**src/rtl/updown_btn_pkg.sv**
```systemverilog
// Shared types and helpers for the up/down button conditioner.
package updown_btn_pkg;

    typedef enum logic [1:0] {
        IDLE   = 2'd0,
        HOLD   = 2'd1,
        REPEAT = 2'd2
    } press_state_e;

    // Width of a down-counter that must hold the larger of the two reload values.
    function automatic int unsigned tmr_width(input int unsigned hold_cycles,
                                              input int unsigned repeat_cycles);
        int unsigned longest;
        longest = (hold_cycles > repeat_cycles) ? hold_cycles : repeat_cycles;
        return $clog2(longest + 1);
    endfunction

endpackage

```
**src/rtl/updown_btn_if.sv**
```systemverilog
// Raw button inputs and conditioned step/level outputs between buttons and counter.
interface updown_btn_if;
    logic btn_up_raw;
    logic btn_dn_raw;
    logic up_pulse;
    logic down_pulse;
    logic up_level;
    logic dn_level;
    logic conflict;

    modport master (
        output btn_up_raw, btn_dn_raw,
        input  up_pulse, down_pulse, up_level, dn_level, conflict
    );

    modport slave (
        input  btn_up_raw, btn_dn_raw,
        output up_pulse, down_pulse, up_level, dn_level, conflict
    );
endinterface

```
**src/rtl/btn_debounce.sv**
```systemverilog
// Two-flop synchroniser followed by a stable-count debounce filter for one button.
module btn_debounce #(
    parameter int unsigned DEBOUNCE_CYCLES = 16
) (
    input  logic clk,
    input  logic rst,
    input  logic raw,
    output logic level,
    output logic rise
);
    localparam int unsigned      CNT_W    = $clog2(DEBOUNCE_CYCLES + 1);
    localparam logic [CNT_W-1:0] CNT_LAST = CNT_W'(DEBOUNCE_CYCLES - 1);

    logic             s1;
    logic             s2;
    logic [CNT_W-1:0] cnt;

    // level only follows s2 after DEBOUNCE_CYCLES consecutive mismatching edges
    always_ff @(posedge clk or negedge rst) begin
        if (!rst) begin
            s1    <= 1'b0;
            s2    <= 1'b0;
            level <= 1'b0;
            rise  <= 1'b0;
            cnt   <= '0;
        end else begin
            s1   <= raw;
            s2   <= s1;
            rise <= 1'b0;
            if (s2 == level) begin
                cnt <= '0;
            end else if (cnt == CNT_LAST) begin
                level <= s2;
                rise  <= s2;
                cnt   <= '0;
            end else begin
                cnt <= cnt + CNT_W'(1);
            end
        end
    end
endmodule

```
**src/rtl/updown_btn_conditioner.sv**
```systemverilog
// Debounces two pushbuttons and turns presses into arbitrated step pulses with auto-repeat.
module updown_btn_conditioner
    import updown_btn_pkg::*;
#(
    parameter int unsigned DEBOUNCE_CYCLES = 16,
    parameter int unsigned HOLD_CYCLES     = 500,
    parameter int unsigned REPEAT_CYCLES   = 100,
    parameter bit          REPEAT_EN       = 1'b1
) (
    input  logic         clk,
    input  logic         rst,
    updown_btn_if.slave  bus
);
    localparam int unsigned      TMR_W     = tmr_width(HOLD_CYCLES, REPEAT_CYCLES);
    localparam logic [TMR_W-1:0] HOLD_LOAD = TMR_W'(HOLD_CYCLES - 1);
    localparam logic [TMR_W-1:0] REP_LOAD  = TMR_W'(REPEAT_CYCLES - 1);

    // Channel index 0 = up, 1 = down.
    logic [1:0]   level;
    logic [1:0]   rise;
    press_state_e state_q [2];
    press_state_e state_d [2];
    logic [TMR_W-1:0] tmr_q [2];
    logic [TMR_W-1:0] tmr_d [2];
    logic [1:0]   fire_c;

    btn_debounce #(.DEBOUNCE_CYCLES(DEBOUNCE_CYCLES)) u_db_up (
        .clk   (clk),
        .rst   (rst),
        .raw   (bus.btn_up_raw),
        .level (level[0]),
        .rise  (rise[0])
    );

    btn_debounce #(.DEBOUNCE_CYCLES(DEBOUNCE_CYCLES)) u_db_dn (
        .clk   (clk),
        .rst   (rst),
        .raw   (bus.btn_dn_raw),
        .level (level[1]),
        .rise  (rise[1])
    );

    // Press FSM next-state: first pulse on rise, then HOLD delay, then periodic repeats.
    always_comb begin
        for (int i = 0; i < 2; i++) begin
            state_d[i] = state_q[i];
            tmr_d[i]   = tmr_q[i];
            fire_c[i]  = 1'b0;
            case (state_q[i])
                IDLE: begin
                    if (rise[i]) begin
                        fire_c[i]  = 1'b1;
                        tmr_d[i]   = HOLD_LOAD;
                        state_d[i] = HOLD;
                    end
                end
                HOLD: begin
                    if (!level[i]) begin
                        state_d[i] = IDLE;
                    end else if (tmr_q[i] == '0) begin
                        if (REPEAT_EN) begin
                            fire_c[i]  = 1'b1;
                            tmr_d[i]   = REP_LOAD;
                            state_d[i] = REPEAT;
                        end
                    end else begin
                        tmr_d[i] = tmr_q[i] - TMR_W'(1);
                    end
                end
                REPEAT: begin
                    if (!level[i]) begin
                        state_d[i] = IDLE;
                    end else if (tmr_q[i] == '0) begin
                        fire_c[i] = 1'b1;
                        tmr_d[i]  = REP_LOAD;
                    end else begin
                        tmr_d[i] = tmr_q[i] - TMR_W'(1);
                    end
                end
                default: state_d[i] = IDLE;
            endcase
        end
    end

    // State, timers and arbitrated outputs; simultaneous pulses cancel and flag a conflict.
    always_ff @(posedge clk or negedge rst) begin
        if (!rst) begin
            for (int i = 0; i < 2; i++) begin
                state_q[i] <= IDLE;
                tmr_q[i]   <= '0;
            end
            bus.up_pulse   <= 1'b0;
            bus.down_pulse <= 1'b0;
            bus.up_level   <= 1'b0;
            bus.dn_level   <= 1'b0;
            bus.conflict   <= 1'b0;
        end else begin
            for (int i = 0; i < 2; i++) begin
                state_q[i] <= state_d[i];
                tmr_q[i]   <= tmr_d[i];
            end
            bus.up_pulse   <= fire_c[0] & ~fire_c[1];
            bus.down_pulse <= fire_c[1] & ~fire_c[0];
            bus.conflict   <= fire_c[0] & fire_c[1];
            bus.up_level   <= level[0];
            bus.dn_level   <= level[1];
        end
    end
endmodule

```
**src/flat_wrapper.sv**
```systemverilog
// flat-port wrapper written by rule: the top's interface ports become plain ports
module updown_btn_conditioner_flat import updown_btn_pkg::*;
#(
    parameter int unsigned DEBOUNCE_CYCLES = 16,
    parameter int unsigned HOLD_CYCLES     = 500,
    parameter int unsigned REPEAT_CYCLES   = 100,
    parameter bit          REPEAT_EN       = 1'b1
)
  (clk, rst, bus_btn_up_raw, bus_btn_dn_raw, bus_up_pulse, bus_down_pulse, bus_up_level, bus_dn_level, bus_conflict);
  updown_btn_if bus_i ();
  input  logic clk;
  input  logic rst;
  input wire logic [$bits(bus_i.btn_up_raw)-1:0] bus_btn_up_raw;
  input wire logic [$bits(bus_i.btn_dn_raw)-1:0] bus_btn_dn_raw;
  output wire logic [$bits(bus_i.up_pulse)-1:0] bus_up_pulse;
  output wire logic [$bits(bus_i.down_pulse)-1:0] bus_down_pulse;
  output wire logic [$bits(bus_i.up_level)-1:0] bus_up_level;
  output wire logic [$bits(bus_i.dn_level)-1:0] bus_dn_level;
  output wire logic [$bits(bus_i.conflict)-1:0] bus_conflict;
  assign bus_i.btn_up_raw = bus_btn_up_raw;
  assign bus_i.btn_dn_raw = bus_btn_dn_raw;
  assign bus_up_pulse = bus_i.up_pulse;
  assign bus_down_pulse = bus_i.down_pulse;
  assign bus_up_level = bus_i.up_level;
  assign bus_dn_level = bus_i.dn_level;
  assign bus_conflict = bus_i.conflict;
  updown_btn_conditioner #(.DEBOUNCE_CYCLES(DEBOUNCE_CYCLES), .HOLD_CYCLES(HOLD_CYCLES), .REPEAT_CYCLES(REPEAT_CYCLES), .REPEAT_EN(REPEAT_EN)) u_core (.clk(clk), .rst(rst), .bus(bus_i));
endmodule
```
**config.mk**
```make
export PLATFORM = sky130hd
export DESIGN_NAME = updown_btn_conditioner_flat
export DESIGN_NICKNAME = d
export VERILOG_FILES = /design/src/rtl/updown_btn_pkg.sv /design/src/rtl/updown_btn_if.sv /design/src/rtl/btn_debounce.sv /design/src/rtl/updown_btn_conditioner.sv /design/src/flat_wrapper.sv
export SDC_FILE = /design/constraint.sdc
export NUM_CORES = 1
export LEC_CHECK = 0
export ABC_AREA = 0
export ABC_CLOCK_PERIOD_IN_PS = 3900
export CORE_UTILIZATION = 45
export CTS_BUF_LIST = sky130_fd_sc_hd__clkbuf_2
export DETAILED_ROUTE_END_ITERATION = 8
export PLACE_DENSITY_LB_ADDON = 0.2
export SLEW_MARGIN = 10
export SYNTH_ARGS = -nofsm -noshare
export SYNTH_HDL_FRONTEND = slang
export SYNTH_HIERARCHICAL = 1
export SYNTH_SLANG_ARGS = --single-unit
```
**constraint.sdc**
```tcl
create_clock -name clk -period 3.9 [get_ports clk]
set_input_delay 1.17 -clock clk [delete_from_list [all_inputs] [get_ports clk]]
set_output_delay 1.17 -clock clk [all_outputs]
set_load 0.05 [all_outputs]
```
==> impl_metrics.csv <==
group,metric,value,unit
job,maxCapViolations,0,
yosys,async_flop_share,100,%
cts,cts.sinks,45,
cts,cts_tree,"yes",
yosys,synth_cell_types,45,
power,p_comb_share,26.4,%
critical_path,critical_path_arrival,1.56,ns
sta,finalHoldViolations,0,
worst_hold_path,hp-start,"u_core/u_db_dn/s1$_DFF_PN0_",
die,die_area,5190,um2
worst_hold_path,hold_path_depth,0,
yosys,synth-xor-area-share,2.78,%
sta,finalMaxSlewViolations,0,
critical_path,crit_chain,"clkdlybuf4s50_1",
routing,first_pass_iters,4,
die,initial_core_util,46.7,%
worst_hold_path,holdCritPathClass,"flip-flop to flip-flop",
yosys,yosys_warnings,6,
critical_path,r2r_slack,1.94,ns
final_layout,syn_to_final_growth,9.92,%
sta,fin_crit_sh,70.1,%
routing,routedWlPerCell,12.5,um
yosys,ys_top_cells_by_area,"dfrtp_1 51%, ha_1 7.9%, nor2_1 3.1%",
yosys,syn_nets,225,
sta,whs,0.376,ns
final_layout,fin_area,2430,um2
sta,maxSlewHeadroom,36.6,%
yosys,synth_top_family_by_area,"simple AND/OR/NAND/NOR gates",
sta,period_minus_slack,2.73,ns
critical_path,crit_buf_inv,1,
yosys,post-synth-top-area-fraction,51.0,%
cts,htree_levels,2,
final_layout,finalNetCount,239,
cts,cts_buffers,5,
sta,worst_pin_slew,0.951,ns
routing,wl_met2,1620,um
yosys,muxShareOfSynthArea,3.68,%
power,switching_share,32.5,%
power,ir_drop,0.000209,V
global_routing,grt_pass1_vias,1392,
placement,preCtsSetupSlack,1.63,ns
outcome,status,"completed",
global_routing,antenna_found_initial,0,
critical_path,critPathSlowestCell,"clkdlybuf4s50_1",
final_layout,multiInputGateArea,1040,um2
power,power_density,469,nW/um2
placement,portBuffers,8,
placement,place_congestion,0.787,
routing,drc_errors,0,
yosys,ys_ff_latch,45,
power,intPower,768,uW
yosys,synthAdderAreaFrac,7.94,%
power,p_leak,0.00110,uW
cts,clkTransAtPathRegs,0.21,ns
yosys,yosysSeqAreaShare,51.0,%
critical_path,cpLargestDelayFamily,"buffers and inverters",
yosys,yosysTopAreaCell,"dfrtp_1",
cts,post_cts_resized,0,
cts,clk_latency,0.40,ns
die,core_area,4720,um2
sta,setup_viol,0,
power,power_switching,370,uW
routing,wl_met3,142,um
sta,tns,0,ns
final_layout,nFillCells,448,
yosys,synth-simple-area-share,21.0,%
sta,rsz0062_at_grt,"false",
routing,num_vias,1523,
die,die_h,72.0,um
final_layout,antenna_cells,0,
final_layout,ff_latch_area,1130,um2
global_routing,grt_overflow_total,0,
critical_path,end_kind,"primary output",
worst_hold_path,min_to,"u_core/u_db_dn/s2$_DFF_PN0_",
critical_path,cp_num_cells,1,
die,num_rows,25,
critical_path,cp_max_fo,1,
critical_path,start_kind,"flip-flop",
global_routing,grt_max_degree,46,
placement,dp_hpwl,2560,um
cts,clk_path_buf_depth,2,
routing,drtAntennaViolNets,0,
final_layout,drive_above_1_share,13.1,%
die,die-width,72.0,um
critical_path,critPathKind,"flip-flop to primary output",
yosys,postSynthCellCount,207,
yosys,synth-compound-area-share,11.6,%
sta,fin_ws,1.17,ns
global_routing,grt_pass1_wl,6260,um
routing,drt_wl_total,3610,um
global_routing,grt_usage,15.8,%
critical_path,r2r-end,"u_core/tmr_q[9]$_DFFE_PN0P_",
yosys,avgSynthCellArea,10.7,um2
yosys,synth_area,2210,um2
routing,vias_per_cell,5.27,
critical_path,cp.required,2.73,ns
yosys,yosys_most_used_dff,"dfrtp_1",
cts,post_cts_buffers,0,
cts,cts_hold_buf,0,
critical_path,timing.rr.start,"u_core/tmr_q[9]$_DFFE_PN0P_",
final_layout,utilization,51.4,%
cts,cts_root_buffer,"clkbuf_2",
yosys,synth_edf_count,0,
routing,top_layer,"met4",
power,pwr-share-clk,22.2,%
critical_path,cp_slowest_stage_delay,0.79,ns
routing,wl_met1,1780,um
die,io_pins,9,
placement,place_area,2360,um2
sta,timing.fmax,0.366,GHz
critical_path,reg2reg_depth,6,
power,seqPwrFrac,51.4,%
sta,fin_skew,0.00962,ns
routing,drt_iter0_markers,79,
## worst reg2reg max path, delay by kind of cell (launching register included)
family / cells / cell delay (ns)
adders and majority gates: 1 / 0.22
DFF: 1 / 0.42
buffers and inverters: 1 / 0.05
and+or+nand+nor: 3 / 0.91
muxes: 1 / 0.28
## flip-flops by register name, indices dropped and copies added, names as in the netlist
| register | cells |
|---|---|
| u_core/u_db_dn/rise | 1 |
| u_core/tmr_q | 18 |
| u_core/u_db_up/s1 | 1 |
| u_core/bus.conflict | 1 |
| u_core/u_db_dn/s1 | 1 |
| u_core/state_q | 4 |
| u_core/bus.dn_level | 1 |
| u_core/u_db_up/rise | 1 |
| u_core/bus.down_pulse | 1 |
| u_core/u_db_dn/s2 | 1 |
| u_core/u_db_up/level | 1 |
| u_core/u_db_dn/cnt | 5 |
| u_core/bus.up_pulse | 1 |
| u_core/bus.up_level | 1 |
| u_core/u_db_up/cnt | 5 |
| u_core/u_db_dn/level | 1 |
| u_core/u_db_up/s2 | 1 |
## synthesized netlist by cell type (2+ instances only)
cell type	count
dfrtp_1	45
nor2_1	18
nand2_1	17
ha_1	14
inv_1	11
a21oi_1	10
o21ai_0	9
xor2_1	6
mux2_2	5
nand3_1	5
nor2b_1	5
and2_1	4
nand2b_1	4
and3_1	3
nor3_1	3
nor4_1	3
o21ai_1	3
o41ai_1	3
or2_2	3
or3_1	3
a31oi_1	2
nand3_2	2
nand4_1	2
nor4b_1	2
o211ai_1	2
o31ai_1	2
or3_2	2
or4b_2	2
## worst max path at each step
stage	start	to	slack, ns
floorplan	u_core/state_q[0]$_DFFE_PN0P_	u_core/tmr_q[7]$_DFFE_PN0P_	2.12
global placement	u_core/bus.up_level$_DFF_PN0_	bus_up_level	1.63
detailed placement	u_core/bus.up_level$_DFF_PN0_	bus_up_level	1.63
CTS	u_core/bus.up_level$_DFF_PN0_	bus_up_level	1.13
global route	u_core/bus.dn_level$_DFF_PN0_	bus_dn_level	1.08
finish	u_core/bus.conflict$_DFF_PN0_	bus_conflict	1.17
## through the flow
stage               std cells  power (uW)
finish                    289        1140
global route              289        1210
CTS                       289        1160
global placement          281         890
floorplan                 207         823
detailed placement        281         897
## cell usage in the layout, fill, tap and decap left out, drive strengths merged, types with 3 or more instances in the layout
cell type	Yosys	final
nor3	4	4
nor4b	3	3
and3	3	3
dfrtp	45	45
o21ai	13	13
nand2	17	17
nand2b	4	4
nor2b	5	5
clkbuf	1	6
mux2	6	6
inv	11	11
ha	14	14
clkdlybuf4s50	0	7
o41ai	3	3
nor2	18	18
nand3	7	7
xor2	6	6
nor4	3	3
or2	3	3
or3	5	5
a21oi	10	10
and2	4	4
## routing by layer
| layer | global-route usage [%] | up-vias |
|---|---|---|
| met5 | 0 | - |
| met4 | 7.84 | 0 |
| met3 | 3.33 | 8 |
| met2 | 24.3 | 33 |
| met1 | 21.2 | 719 |
| li1 | - | 763 |
## power groups by stage
stage          Sequential (uW)  Clock (uW)  Combinational (uW)
2_1_floorplan              577           0                 246
3_3_place_gp               591           0                 298
3_5_place_dp               593           0                 304
4_1_cts                    586         265                 304
5_1_grt                    596         278                 340
6_report                   585         252                 300
## cells by family after synthesis
logic type      count (synthesis)
compound gates                 40
xor+xnor                        7
fa+ha+maj                      14
buf+inv                        12
flops                          45
mux                             7
simple gates                   82
## layout make-up
class | count | share of cell area [%]
clock inverter | 2 | 1.39
multi-input combinational | 150 | 42.7
tap | 67 | 3.46
inverter | 11 | 1.70
timing repair buffer | 8 | 3.09
sequential | 45 | 46.4
clock buffer | 6 | 1.24
Power figures use the tool's default switching activity.
